**config.mk**
```make
export PLATFORM = sky130hd
export DESIGN_NAME = mem_arbiter_latency_ctrl
export DESIGN_NICKNAME = d
export VERILOG_FILES = /design/src/rtl/mem_arbiter_latency_ctrl.sv
export SDC_FILE = /design/constraint.sdc
export NUM_CORES = 1
export LEC_CHECK = 0
export CORE_MARGIN = 10
export CORE_UTILIZATION = 44
export DETAILED_ROUTE_END_ITERATION = 6
export PLACE_DENSITY_LB_ADDON = 0.25
export SYNTH_ARGS = -nofsm -noshare
export SYNTH_HDL_FRONTEND = slang
export SYNTH_SLANG_ARGS = --single-unit
```
**constraint.sdc**
```tcl
create_clock -name clk -period 2.7 [get_ports clk]
set_input_delay 0.54 -clock clk [delete_from_list [all_inputs] [get_ports clk]]
set_output_delay 0.54 -clock clk [all_outputs]
set_load 0.005 [all_outputs]
```
**src/rtl/mem_arbiter_latency_ctrl.sv**
```systemverilog
// Round-robin arbiter sharing one synchronous memory between IFU and LSU, with a
// programmable (fixed or LFSR-jittered) wait before each access to emulate latency.
module mem_arbiter_latency_ctrl #(
  parameter int unsigned ADDR_W      = 32,
  parameter int unsigned DATA_W      = 32,
  parameter int unsigned MIN_DELAY   = 2,
  parameter int unsigned RANDOM      = 1,
  parameter logic [7:0]  JITTER_MASK = 8'h0F,
  parameter logic [7:0]  LFSR_SEED   = 8'hA5
) (
  input  logic                clk,
  input  logic                rst,
  input  logic                ifu_req_valid,
  output logic                ifu_req_ready,
  input  logic [ADDR_W-1:0]   ifu_req_addr,
  output logic                ifu_resp_valid,
  input  logic                ifu_resp_ready,
  output logic [DATA_W-1:0]   ifu_resp_rdata,
  input  logic                lsu_req_valid,
  output logic                lsu_req_ready,
  input  logic [ADDR_W-1:0]   lsu_req_addr,
  input  logic                lsu_req_wen,
  input  logic [DATA_W-1:0]   lsu_req_wdata,
  input  logic [DATA_W/8-1:0] lsu_req_wmask,
  output logic                lsu_resp_valid,
  input  logic                lsu_resp_ready,
  output logic [DATA_W-1:0]   lsu_resp_rdata,
  output logic                mem_en,
  output logic                mem_wen,
  output logic [ADDR_W-1:0]   mem_addr,
  output logic [DATA_W-1:0]   mem_wdata,
  output logic [DATA_W/8-1:0] mem_wmask,
  input  logic [DATA_W-1:0]   mem_rdata
);

  localparam int unsigned MaskW   = DATA_W / 8;
  localparam logic [7:0]  SeedEff = (LFSR_SEED == 8'h00) ? 8'h01 : LFSR_SEED;

  typedef enum logic [1:0] {StIdle, StWait, StAccess, StResp} state_e;

  state_e              state_q, state_d;
  logic [7:0]          lfsr_q, lfsr_next;
  logic                last_lsu_q;
  logic [31:0]         counter_q, target_q, target_next, jitter;
  logic [ADDR_W-1:0]   addr_q;
  logic                wen_q;
  logic [DATA_W-1:0]   wdata_q;
  logic [MaskW-1:0]    wmask_q;
  logic                owner_lsu_q;
  logic                first_q;
  logic [DATA_W-1:0]   rdata_q, resp_data;
  logic                in_idle, in_resp, grant_ifu, grant_lsu, accept, resp_hs;

  assign lfsr_next = {lfsr_q[6:0], lfsr_q[7] ^ lfsr_q[5] ^ lfsr_q[4] ^ lfsr_q[3]};
  assign jitter    = {24'd0, lfsr_q & JITTER_MASK};
  assign target_next = (RANDOM != 0) ? (32'(MIN_DELAY) + jitter) : 32'(MIN_DELAY);

  // Ready is gated by rst so nothing looks accepted while reset is held.
  assign in_idle   = rst & (state_q == StIdle);
  assign in_resp   = (state_q == StResp);
  assign grant_ifu = ifu_req_valid & (~lsu_req_valid | last_lsu_q);
  assign grant_lsu = lsu_req_valid & (~ifu_req_valid | ~last_lsu_q);

  assign ifu_req_ready = in_idle & grant_ifu;
  assign lsu_req_ready = in_idle & grant_lsu;
  assign accept        = ifu_req_ready | lsu_req_ready;
  assign resp_hs       = in_resp & (owner_lsu_q ? lsu_resp_ready : ifu_resp_ready);

  always_comb begin
    state_d = state_q;
    case (state_q)
      StIdle:   if (accept) state_d = StWait;
      StWait:   if (counter_q == target_q) state_d = StAccess;
      StAccess: state_d = StResp;
      StResp:   if (resp_hs) state_d = StIdle;
      default:  state_d = StIdle;
    endcase
  end

  assign mem_en    = (state_q == StAccess);
  assign mem_wen   = mem_en & wen_q;
  assign mem_addr  = mem_en ? addr_q : '0;
  assign mem_wdata = mem_en ? wdata_q : '0;
  assign mem_wmask = mem_en ? wmask_q : '0;

  // First RESP cycle forwards the memory output; later cycles replay the captured copy.
  assign resp_data      = wen_q ? '0 : (first_q ? mem_rdata : rdata_q);
  assign ifu_resp_valid = in_resp & ~owner_lsu_q;
  assign lsu_resp_valid = in_resp & owner_lsu_q;
  assign ifu_resp_rdata = ifu_resp_valid ? resp_data : '0;
  assign lsu_resp_rdata = lsu_resp_valid ? resp_data : '0;

  always_ff @(posedge clk or negedge rst) begin
    if (!rst) begin
      state_q     <= StIdle;
      lfsr_q      <= SeedEff;
      last_lsu_q  <= 1'b1;
      counter_q   <= '0;
      target_q    <= '0;
      addr_q      <= '0;
      wen_q       <= 1'b0;
      wdata_q     <= '0;
      wmask_q     <= '0;
      owner_lsu_q <= 1'b0;
      first_q     <= 1'b0;
      rdata_q     <= '0;
    end else begin
      state_q <= state_d;
      lfsr_q  <= lfsr_next;
      first_q <= (state_q == StAccess);
      if (first_q) rdata_q <= mem_rdata;
      if (accept) begin
        owner_lsu_q <= lsu_req_ready;
        last_lsu_q  <= lsu_req_ready;
        addr_q      <= lsu_req_ready ? lsu_req_addr : ifu_req_addr;
        wen_q       <= lsu_req_ready & lsu_req_wen;
        wdata_q     <= lsu_req_ready ? lsu_req_wdata : '0;
        wmask_q     <= lsu_req_ready ? lsu_req_wmask : '1;
        counter_q   <= '0;
        target_q    <= target_next;
      end else if (state_q == StWait) begin
        counter_q <= counter_q + 32'd1;
      end
    end
  end

endmodule

```
==> results <==
- The remaining global-route overflow is 0.
- Data on the critical path is required at its endpoint by between 2000 and 2500 ps.
- The total area inside the core boundary comes to between 15,000 and 20,000 um^2.
- The clock tree from TritonCTS is built.
- Buffers inserted to repair hold after CTS numbered 0.
- Using the TritonRoute via totals, the vias-per-cell ratio works out to approximately 5.
- The die area is 21,800 um^2.
- The maximum operating frequency is 0.380 GHz.
- Across every metal layer, demand over resource in global routing totals 0.205.
- The synthesized design contains between 150 and 200 register bits.
- After clock tree synthesis, the clock-pin slew on the worst setup and hold paths is about 60 ps.
- Including well taps, the total number of placed cells is about 1,200.
- Sorting the synthesized cells by how often they occur yields dfrtp_1, nor2_1, nand2_1, and2_1, inv_1.
- The final critical-path setup slack is roughly 70 ps.
- The summed area of non-filler cells in the final layout is between 10,000 and 15,000 um^2.
- The average detailed-routed wire length per instance is 18.3 um.
- The clock buffer count from CTS is 17.
- Data on the critical path arrives at its endpoint at around 2100 ps.
- The path class of the tightest hold or removal check is in2async.
- The cell internal power dissipation is 4.00 mW.
- The initial utilization of the core area, before any placement, comes to 0.450.
- During I/O placement, the number of pins put on the boundary was 277.
- The share of total power dissipated in combinational logic is 0.053.
- The die is approximately 150 um wide.
- The final net count is 1,163.
- The number of library cell types mapped by synthesis is 38.
- For the pin with the worst max-slew slack, the measured transition is just under 1000 ps.
- The final hold violation count was 0.
- The number of global-route vias before repair came to around 6,500.
- After layout, the design draws a total of 4.99 mW.
- The type of the worst setup path is reg2out.
- The number of antenna violations at the first check in global routing is 2.
- The number of nets handed over by synthesis was around 900.
- For the finished layout, the period the worst path requires is 2630 ps.
- In the routed design, unresolved DRC markers number 0.
- The congestion estimate from routability-driven global placement came to 0.812.
- The worst setup path is captured at an output pin.
- The total negative setup slack is 0 ps.
- The number of warnings printed during yosys synthesis is 0.
- The clock drives between 150 and 200 sinks.
- The insertion delay of the later-clocked pin in the worst-skew pair is about 420 ps.
- In the post-synthesis netlist, the cell with the most instances is dfrtp_1.
- The detailed router's first-iteration violation count is about 250.
- In this run the power spent charging and discharging nets is between 0.9 and 1 mW.
- In the final layout, the share of cells above drive strength 1 is 0.0650.
- The worst-case IR drop observed on VDD is 386 uV.
- Of all cell types, the one taking the most synthesized area is dfrtp_1.
- Entering global routing, the biggest net connects just over 80 pins.
- Clock tree synthesis selected as its root buffer the cell clkbuf_16.
- The routed wire length is ~23,000 um.
- In this run the vertical extent of the chip is roughly 150 um.
- The global-route wire length before repair is 35,800 um.
- Each instance of the synthesized netlist takes up on average ~9.5 um^2.
- Of all nets on the critical path, the largest fanout is 28.
- By area the synthesized netlist is led by dfrtp_1, nor2_1, and2_1.
- The number of synthesized flops with an enable pin is 0.
- The mapped cell area is 7170 um^2.
- The share of synthesized area in the top cell type comes to 0.510.
- Detailed placement ended at an HPWL of roughly 17,000 um.
- In the synthesized netlist the async set-or-reset flop fraction comes to 1.00.
- The area growth from synthesis to layout is 52.2%.
- The maximum number of buffers from clock root to sink is 2.
- The cell count after synthesis came out at 751.
- The setup clock skew after layout is around 9.4 ps.
- After detailed placement, the total cell area comes to a little over 10,000 um^2.
- For this design the ratio of total power to cell area is 458 nW/um^2.
- STA classifies the critical path startpoint as a flop.
- The setup slack after placement is approximately 77 ps.
- Setup repair after global routing left no endpoint under its margin.
- The register area share after synthesis is 0.528.
- The clock share of power is 0.494.
- The max-slew violation count is 0.
- Max-cap violations in this run came to 0.
- The remaining number of nets flagged by the antenna check after routing is 0.
- The count of standard-cell rows is 46.
- Leaving out filler cells and counting taps, the final layout contains approximately 1,200.
- The switching share of power is 0.199.
- In this run the tightest slew margin relative to its limit is 0.340.
- The analysis attributes to cell leakage a power of a little under 5 nW.
- The count of buffers from port buffering is approximately 280.
- The via count is roughly 6,300.
- The power share of the sequential group is 0.453.
- The worst reg-to-reg path cell count is 7.
- In the synthesized netlist the dominant register cell turns out to be dfrtp_1.
- The number of levels the H-tree was split into is 4.
- The first TritonRoute pass finished after 4 iterations.
- Setup violations remaining at the end of the flow were counted as 0.
- The period utilization is 0.974.
- The flow ran to the end, and the final reports show no timing, DRC or antenna violations.
==> metrics by stage <==
step	hold slack, ps	util
floorplan	244	-
detailed placement	348	0.640
finish	77.8	0.684
global route	66.6	0.684
global placement	337	0.640
CTS	59.9	0.679
==> metal layers <==
metal / vias to the layer above / share of wire / wire length [um] / track usage
met4: 0 / 0.017 / 396 / 0.0674
met5: - / 0 / 0 / 0
li1: 3029 / - / - / -
met3: 26 / 0.098 / 2250 / 0.0943
met2: 242 / 0.48 / 11000 / 0.339
met1: 3016 / 0.40 / 9230 / 0.229
==> state kept, by name, summed over array words and instances, names as in the netlist, 2 cells and up <==
signal     cells
counter_q     32
wdata_q       32
state_q        2
rdata_q       32
addr_q        32
lfsr_q         8
target_q       5
wmask_q        4
==> logic make-up after synthesis <==
family,after synthesis,synth area share
compound gates,90,0.0911
xor+xnor,35,0.0428
fa+ha+maj,7,0.0122
buf+inv,86,0.0455
flops,151,0.528
mux,36,0.0510
simple gates,346,0.230
==> power by group through the flow <==
| stage | Combinational [mW] | Clock [mW] | Sequential, mW |
|---|---|---|---|
| 2_1_floorplan | 0.0120 | 0 | 2.31 |
| 3_5_place_dp | 0.267 | 0 | 2.30 |
| 5_1_grt | 0.287 | 2.59 | 2.26 |
| 3_3_place_gp | 0.265 | 0 | 2.30 |
| 6_report | 0.264 | 2.46 | 2.26 |
| 4_1_cts | 0.268 | 2.50 | 2.26 |
==> area by class of cell <==
| cell class | instances | area, um^2 |
|---|---|---|
| flip-flops and latches | 151 | 3790 |
| clock inverters | 7 | 116 |
| multi-input cells | 514 | 3110 |
| inverters | 39 | 146 |
| clock buffers | 25 | 495 |
| diodes | 2 | 5.00 |
| repair buffers | 294 | 2980 |
| well taps | 216 | 270 |
| fillers | 1283 | 5030 |
==> worst max-delay path, stage by stage (launching register included) <==
cell and delay, ps:
dfrtp_2 440, inv_2 130, ha_4 210, clkbuf_16 210, and2_1 140, clkdlybuf4s50_1 540
==> path summary, 6_finish.rpt <==
check | slack, ps | start | to
min in group clk | 370 | lfsr_q[6] | lfsr_q[7]
max reg2reg | 450 | state_q[1] | counter_q[15]
min reg2reg | 370 | lfsr_q[6] | lfsr_q[7]
min | 80 | rst | last_lsu_q
max in group asynchronous | 1650 | rst | counter_q[15]
max | 70 | state_q[0] | mem_wdata[6]
==> layout by cell type (no fill, tap or decap), types with 21 or more instances in the layout <==
cell type	instances
clkdlybuf4s50_1	271
dfrtp_1	143
nor2_1	125
nand2_1	86
and2_1	73
inv_1	36
mux2i_1	35
a22o_1	34
a31oi_1	32
xor2_1	21
==> what timing repair did <==
action / CTS / global route
endpoints found under the setup margin: 6 / 74
gates resized for setup: 5 / 10
buffers inserted: 1 / 1
gates cloned: 0 / 1
pin swaps: 0 / 0
Power figures use the tool's default switching activity.
